`src/rtl/alu_stage_pkg.sv`:
```
// Shared definitions for alu_stage: ALU control codes, P register bit indices,
// flag-mask positions and FSM state encoding.
package alu_stage_pkg;

  localparam logic [2:0] ALU_ADD = 3'b000;
  localparam logic [2:0] ALU_SR  = 3'b001;
  localparam logic [2:0] ALU_AND = 3'b010;
  localparam logic [2:0] ALU_OR  = 3'b011;
  localparam logic [2:0] ALU_XOR = 3'b100;

  localparam logic [7:0] P_RESET = 8'h24;

  localparam int P_C = 0;
  localparam int P_Z = 1;
  localparam int P_I = 2;
  localparam int P_D = 3;
  localparam int P_B = 4;
  localparam int P_U = 5;
  localparam int P_V = 6;
  localparam int P_N = 7;

  // Positions inside op_flag_mask {N,Z,C,V}
  localparam int M_V = 0;
  localparam int M_C = 1;
  localparam int M_Z = 2;
  localparam int M_N = 3;

  typedef enum logic [1:0] {
    ST_IDLE = 2'd0,
    ST_EXEC = 2'd1,
    ST_DADJ = 2'd2,
    ST_DONE = 2'd3
  } state_e;

  function automatic logic half_carry(input logic [3:0] a, input logic [3:0] b, input logic cin);
    return ({1'b0, a} + {1'b0, b} + {4'b0000, cin}) > 5'd15;
  endfunction

endpackage

```
`src/rtl/alu_stage_bcd_adjust.sv`:
```
// Combinational decimal correction of a binary ADC/SBC result using the
// binary carry and the low-nibble half-carry.
module bcd_adjust
  import alu_stage_pkg::*;
(
  input  logic [7:0] bin_sum,
  input  logic       carry_in,
  input  logic       half_carry,
  input  logic       sub,
  output logic [7:0] adj_sum,
  output logic       carry_out
);

  logic       lo_fix_s;
  logic       hi_fix_s;
  logic [8:0] lo_adj_s;

  // Nibble corrections; for add the high check sees the low-corrected value
  always_comb begin
    lo_fix_s  = 1'b0;
    hi_fix_s  = 1'b0;
    lo_adj_s  = {1'b0, bin_sum};
    adj_sum   = bin_sum;
    carry_out = carry_in;
    if (sub) begin
      lo_fix_s  = ~half_carry;
      hi_fix_s  = ~carry_in;
      adj_sum   = bin_sum - (lo_fix_s ? 8'h06 : 8'h00) - (hi_fix_s ? 8'h60 : 8'h00);
      carry_out = carry_in;
    end else begin
      lo_fix_s  = half_carry || (bin_sum[3:0] > 4'd9);
      lo_adj_s  = {1'b0, bin_sum} + (lo_fix_s ? 9'h006 : 9'h000);
      hi_fix_s  = carry_in || lo_adj_s[8] || (lo_adj_s[7:4] > 4'd9);
      adj_sum   = lo_adj_s[7:0] + (hi_fix_s ? 8'h60 : 8'h00);
      carry_out = hi_fix_s;
    end
  end

endmodule

```
`src/rtl/alu_stage.sv`:
```
// Operand staging, sequencing and P-flag update around the 6502 ALU.
// Decimal (BCD) correction is built only when ALU_STAGE_DECIMAL_EN is defined.
module alu_stage
  import alu_stage_pkg::*;
(
  input  logic       clk,
  input  logic       resetn,
  input  logic       op_valid,
  output logic       op_ready,
  input  logic [2:0] op_code,
  input  logic [7:0] op_a,
  input  logic [7:0] op_b,
  input  logic       op_sub,
  input  logic       op_use_carry,
  input  logic       op_cin,
  input  logic       op_cmp,
  input  logic [3:0] op_flag_mask,
  output logic [2:0] alu_control,
  output logic [7:0] alu_AI,
  output logic [7:0] alu_BI,
  output logic       alu_carry_in,
  input  logic [7:0] alu_Y,
  input  logic       alu_carry_out,
  input  logic       alu_overflow,
  output logic       res_valid,
  output logic [7:0] res_data,
  output logic [7:0] p_reg,
  input  logic       p_load,
  input  logic [7:0] p_din
);

  state_e     state_q, state_d;
  logic [2:0] code_q, code_d;
  logic [7:0] a_q, a_d;
  logic [7:0] bi_q, bi_d;
  logic       cin_q, cin_d;
  logic       cmp_q, cmp_d;
  logic [3:0] mask_q, mask_d;
  logic [7:0] bin_q, bin_d;
  logic [7:0] fin_q, fin_d;
  logic       cfin_q, cfin_d;
  logic       ovf_q, ovf_d;
  logic       op_ready_q, op_ready_d;
  logic       res_valid_q, res_valid_d;
  logic [7:0] res_data_q, res_data_d;
  logic [7:0] p_q, p_d;

`ifdef ALU_STAGE_DECIMAL_EN
  logic       sub_q, sub_d;
  logic       hc_q, hc_d;
  logic [7:0] adj_s;
  logic       adj_c_s;

  bcd_adjust u_bcd_adjust (
    .bin_sum    (bin_q),
    .carry_in   (cfin_q),
    .half_carry (hc_q),
    .sub        (sub_q),
    .adj_sum    (adj_s),
    .carry_out  (adj_c_s)
  );
`endif

  // Next-state, operand staging and result capture
  always_comb begin
    state_d    = state_q;
    code_d     = code_q;
    a_d        = a_q;
    bi_d       = bi_q;
    cin_d      = cin_q;
    cmp_d      = cmp_q;
    mask_d     = mask_q;
    bin_d      = bin_q;
    fin_d      = fin_q;
    cfin_d     = cfin_q;
    ovf_d      = ovf_q;
    res_data_d = res_data_q;
`ifdef ALU_STAGE_DECIMAL_EN
    sub_d      = sub_q;
    hc_d       = hc_q;
`endif
    case (state_q)
      ST_IDLE: begin
        if (op_valid) begin
          code_d  = op_code;
          a_d     = op_a;
          bi_d    = op_sub ? ~op_b : op_b;
          cin_d   = op_use_carry ? p_q[P_C] : op_cin;
          cmp_d   = op_cmp;
          mask_d  = op_flag_mask;
`ifdef ALU_STAGE_DECIMAL_EN
          sub_d   = op_sub;
`endif
          state_d = ST_EXEC;
        end else begin
          state_d = ST_IDLE;
        end
      end
      ST_EXEC: begin
        bin_d  = alu_Y;
        fin_d  = alu_Y;
        cfin_d = alu_carry_out;
        ovf_d  = alu_overflow;
`ifdef ALU_STAGE_DECIMAL_EN
        hc_d   = half_carry(a_q[3:0], bi_q[3:0], cin_q);
        if (p_q[P_D] && (code_q == ALU_ADD) && !cmp_q) begin
          state_d = ST_DADJ;
        end else begin
          state_d = ST_DONE;
        end
`else
        state_d = ST_DONE;
`endif
      end
`ifdef ALU_STAGE_DECIMAL_EN
      ST_DADJ: begin
        fin_d   = adj_s;
        cfin_d  = adj_c_s;
        state_d = ST_DONE;
      end
`endif
      ST_DONE: begin
        if (!cmp_q) begin
          res_data_d = fin_q;
        end else begin
          res_data_d = res_data_q;
        end
        state_d = ST_IDLE;
      end
      default: begin
        state_d = ST_IDLE;
      end
    endcase
    op_ready_d  = (state_d == ST_IDLE);
    res_valid_d = (state_d == ST_DONE);
  end

  // Status register: an explicit load beats (and discards) the DONE flag update
  always_comb begin
    p_d = p_q;
    if (p_load) begin
      p_d      = p_din;
      p_d[P_U] = 1'b1;
    end else if (state_q == ST_DONE) begin
      p_d[P_N] = mask_q[M_N] ? bin_q[7]          : p_q[P_N];
      p_d[P_Z] = mask_q[M_Z] ? (bin_q == 8'h00)  : p_q[P_Z];
      p_d[P_C] = mask_q[M_C] ? cfin_q            : p_q[P_C];
      p_d[P_V] = mask_q[M_V] ? ovf_q             : p_q[P_V];
    end else begin
      p_d = p_q;
    end
  end

  // State and datapath registers
  always_ff @(posedge clk or negedge resetn) begin
    if (!resetn) begin
      state_q     <= ST_IDLE;
      code_q      <= ALU_ADD;
      a_q         <= 8'h00;
      bi_q        <= 8'h00;
      cin_q       <= 1'b0;
      cmp_q       <= 1'b0;
      mask_q      <= 4'h0;
      bin_q       <= 8'h00;
      fin_q       <= 8'h00;
      cfin_q      <= 1'b0;
      ovf_q       <= 1'b0;
      op_ready_q  <= 1'b1;
      res_valid_q <= 1'b0;
      res_data_q  <= 8'h00;
      p_q         <= P_RESET;
`ifdef ALU_STAGE_DECIMAL_EN
      sub_q       <= 1'b0;
      hc_q        <= 1'b0;
`endif
    end else begin
      state_q     <= state_d;
      code_q      <= code_d;
      a_q         <= a_d;
      bi_q        <= bi_d;
      cin_q       <= cin_d;
      cmp_q       <= cmp_d;
      mask_q      <= mask_d;
      bin_q       <= bin_d;
      fin_q       <= fin_d;
      cfin_q      <= cfin_d;
      ovf_q       <= ovf_d;
      op_ready_q  <= op_ready_d;
      res_valid_q <= res_valid_d;
      res_data_q  <= res_data_d;
      p_q         <= p_d;
`ifdef ALU_STAGE_DECIMAL_EN
      sub_q       <= sub_d;
      hc_q        <= hc_d;
`endif
    end
  end

  assign op_ready     = op_ready_q;
  assign res_valid    = res_valid_q;
  assign res_data     = res_data_q;
  assign p_reg        = p_q;
  assign alu_control  = code_q;
  assign alu_AI       = a_q;
  assign alu_BI       = bi_q;
  assign alu_carry_in = cin_q;

endmodule

```
`config.mk`:
```
export PLATFORM = sky130hd
export DESIGN_NAME = alu_stage
export DESIGN_NICKNAME = d
export VERILOG_FILES = /design/src/rtl/alu_stage_pkg.sv /design/src/rtl/alu_stage_bcd_adjust.sv /design/src/rtl/alu_stage.sv
export SDC_FILE = /design/constraint.sdc
export NUM_CORES = 1
export LEC_CHECK = 0
export BUFFER_PORTS_ARGS = -buffer_cell sky130_fd_sc_hd__buf_2
export CORE_MARGIN = 2
export CORE_UTILIZATION = 48
export CTS_CLUSTER_SIZE = 25
export DETAILED_ROUTE_END_ITERATION = 8
export PLACE_DENSITY_LB_ADDON = 0.12
export SLEW_MARGIN = 20
export SYNTH_ARGS = -nofsm -noshare
export SYNTH_HDL_FRONTEND = slang
export SYNTH_SLANG_ARGS = --single-unit
```
`constraint.sdc`:
```
create_clock -name clk -period 2.3 [get_ports clk]
set_clock_uncertainty 0.2 [all_clocks]
set_input_delay 0.115 -clock clk [delete_from_list [all_inputs] [get_ports clk]]
set_output_delay 0.115 -clock clk [all_outputs]
set_load 0.03 [all_outputs]
```
Word level (Yosys, flattened, before mapping)
Cells that the tools add are included.
{"block": "totals", "word_cells": 48, "inputBits": 49, "output_inout_bits": 38, "register_bits": 54}
{"block": "classes", "bitwise": 2, "n_eq_ne": 3, "n_reduce_logical": 14, "muxes": 11}
{"op": "$mux 8", "n": 2}
{"op": "$reduce_and 2->1", "n": 6}
{"op": "$reduce_bool 2->1", "n": 5}
{"op": "$logic_not 8->1", "n": 1}
{"op": "$not 8->8", "n": 1}
{"op": "$mux 1", "n": 6}
{"op": "$eq 2x2->1 const B", "n": 2}
{"op": "$logic_not 2->1", "n": 2}
{"op": "$mux 2", "n": 2}
{"op": "$pmux 2 s2", "n": 1}
{"op": "$eq 2x1->1 const B", "n": 1}
{"op": "$not 1->1", "n": 1}

Longest topological paths before layout
{"block": "logic_depth", "depth_word": 4, "ltp_mapped": 5}

Worst setup path before layout
Ideal clock, no wire load.
{"block": "synth_timing", "path_type": "register to register", "startpoint": "reg, netlist name res_valid", "endpoint": "reg a_q[1], in the netlist alu_AI[1]", "t_required_ps": 1975, "setup_slack_ps": 450, "stages_incl_launch_ff": 5, "setup_time_ps": 125, "synth_period_minus_slack_ps": 1850, "n_path_buf": 2, "arrival_time_ps": 1525, "cell_sequence": "dfrtp_1 > buf_4 > nor3b_4 > buf_12 > mux2_4"}
{"element": "end signal, assigned", "line_no": "alu_stage.sv:159", "text": "a_q <= 8'h00;"}
{"element": "end signal, assigned", "line_no": "alu_stage.sv:179", "text": "a_q <= a_d;"}
{"element": "end, declared", "line_no": "alu_stage.sv:34", "text": "logic [7:0] a_q, a_d;"}

==> results by group <==
Synth
  – Syn_nets: roughly 200
  – Top post-synthesis cells by area: dfrtp_1 (58%), mux2_2 (16%), mux2_4 (8.2%)
  – Synth Instances: 150
  – Area leader, netlist: dfrtp_1
  – Post-Syn Area: 2210 sq um
  – Ys Warns: 0
  – FF+latch count, synth: 53
  – Mean Syn Cell Area: 14.7 sq um
  – Register area share after synthesis: 0.602
  – Yosys cell types: 27
  – Area share of the leading cell type in the synthesized netlist: 0.578

Timing
  – Period minus WS final: approximately 1.7 ns
  – Least-Margin Pin Slew: approximately 0.6 ns
  – Setup TNS: 0 ns
  – Slew HR: 0.600
  – Final hold vios: 0
  – RSZ-0062 raised after global routing: false
  – Tcrit/Tclk final: 0.733
  – Maximum clock rate: 0.593 GHz
  – Final setup fails: 0
  – Pins Over Slew Limit: 0

Global route
  – GRT overflow: 0
  – Largest net degree at the start of global routing: 29
  – First-pass GRT wire length: 8480 um
  – Initial antenna violation count: 0
  – GRT Overall Usage: 0.214
  – Vias in the first global route: 1,834

Die
  – Die area: 5160 sq um
  – Boundary Pins: 87
  – Starting Density: 0.503
  – Die H: 71.8 um
  – Site Rows: 24
  – Core Footprint: 4380 sq um
  – Die width: 71.8 um

Power and ir drop
  – Power per cell area: ~1300 nW/um^2
  – Leakage Power: 1.52 nW
  – Max rail drop VDD: 0.650 mV

Hold path
  – Hold Crit Class: input pin to flop
  – Min-delay src: p_load

Routing
  – Via count: between 1,500 and 2,000
  – Residual DRC: 0
  – ANT nets after route: 0
  – Initial DRC Count: 70
  – Vias per inst: 4.85
  – DR WL/cell: 15.3 um
  – DRT Pass-1 Iters: 4
  – Total routed wirelength: a little over 5000 um

Status
  – Outcome: complete, no violations

Critical path
  – Setup crit end kind: flop
  – CP startpoint: res_valid
  – Startpoint types: flop
  – Required @ worst endpoint: 2.28 ns
  – Reg-to-reg slack, setup: 0.61 ns
  – WS Path Type: flop to flop
  – Worst reg2reg startpoint: res_valid
  – Crit path to: res_data[6]
  – Top fanout value on the critical path: 9
  – R2R Path End: res_data[6]
  – Worst path arrival time: 1.67 ns
  – R2r worst-path depth: 2

Finish
  – Final Net Count: 331
  – Syn-to-layout area delta: 45.7%
  – Antenna cells: 0
  – Final core utilization: 0.733
  – Highest-count cells in the layout ignoring fill and taps: buf_2 (84), dfrtp_1 (51), dlygate4sd3_1 (45), mux2_2 (31), mux2_4 (12)
  – # fillers: between 300 and 400
  – Commonest non-fill, non-tap cell in the layout: buf_2
  – Layout cells sized above 1: 0.507

Flow run
  – Max_cap viols: 0

Clock tree
  – Clk buf depth: 2
  – Worst-path clk slew: ~0.09 ns
  – Post-cts resize count: 0
  – Clk_lat worst skew: 0.30 ns
  – Max H-tree Level: 2
  – CTS tree: done
  – Num CTS Buffers: 5
  – CTS sink count: 53
  – Root Driver: clkbuf_8
  – Number of setup buffers added after CTS: 0

Place
  – Final HPWL DP: 3410 um
  – Port Buffers: 84
  – RD Place Congestion: 0.752
-- layout make-up --
type / count / area (sq um) / share of cell area
sequential: 53 / 1330 / 0.413
clock buffer: 5 / 68.8 / 0.0214
tap: 52 / 65.1 / 0.0202
timing repair buffer: 134 / 921 / 0.286
clock inverter: 2 / 35.0 / 0.0109
inverter: 2 / 7.51 / 0.00233
multi-input combinational: 86 / 790 / 0.246
-- power by group --
part / total, mW / internal [mW] / leakage, nW / switching [mW]
sequential: 1.64 / 1.37 / 0.614 / 0.271
clock: 0.603 / 0.317 / 0.0540 / 0.286
combinational: 1.92 / 0.840 / 0.851 / 1.08
-- per-layer routing --
metal,share of wire,GRT usage,wire [um]
met2,0.54,0.389,2760
met5,0,0,0
met4,0.020,0.0943,104
met3,0.052,0.0422,268
met1,0.39,0.244,1980
-- through the flow --
| step | hold slack, ns | instance area (sq um) | setup slack (ns) | total power [mW] | cells |
|---|---|---|---|---|---|
| 5_1_grt | 0.0212 | 3220 | 0.553 | 4.40 | 334 |
| 4_1_cts | 0.0150 | 3220 | 0.617 | 4.19 | 334 |
| 3_3_place_gp | -0.0597 | 2660 | 0.665 | 3.42 | 282 |
| 2_1_floorplan | -0.381 | 2210 | 0.450 | 3.01 | 150 |
| 3_5_place_dp | -0.0454 | 2660 | 0.655 | 3.51 | 282 |
| 6_report | 0.0146 | 3220 | 0.615 | 4.16 | 334 |
-- Yosys cell counts --
cell type  count
and3_1         1
inv_1          2
buf_12         1
clkbuf_1       1
mux2_4        12
nand3b_1       1
buf_6          3
nand3_1        3
xnor2_1        8
nor4_1         1
buf_1          1
a21oi_1        9
mux2i_1        1
dfstp_2        2
nand2_1        1
buf_4          2
dfrtp_1       51
or2_2          1
nor3_1         1
nand4_1        1
nor2b_1        1
mux2_2        31
o311ai_0       1
buf_2          1
nor2_1        11
conb_1         1
nor3b_4        1
-- worst min path at each step --
| stage | to | slack [ns] | depth (start not counted) |
|---|---|---|---|
| floorplan | alu_AI[0] | -0.38 | 0 |
| global placement | alu_AI[2] | -0.06 | 1 |
| detailed placement | alu_AI[1] | -0.05 | 1 |
| CTS | p_reg[1] | 0.02 | 3 |
| global route | p_reg[1] | 0.02 | 3 |
| finish | p_reg[1] | 0.01 | 3 |
-- critical path, cell delays in order, from the launching register on --
cell and delay (ns):
dfrtp_1 0.53, nand3b_1 0.42, mux2_2 0.42
-- kinds of logic after synthesis --
group,share of synthesized area
and+or+nand+nor,0.0556
xor gates and xnor gates,0.0317
AOI/OAI and AO/OA,0.0244
DFF,0.602
buffers and inverters,0.0402
other,0.00170
muxes,0.244
-- what timing repair did --
action,4_1_cts,5_1_grt
hold endpoints to repair,70,0
hold buffers,45,0
setup endpoints to repair,0,0
No activity file was read; power rests on OpenSTA's default activity.
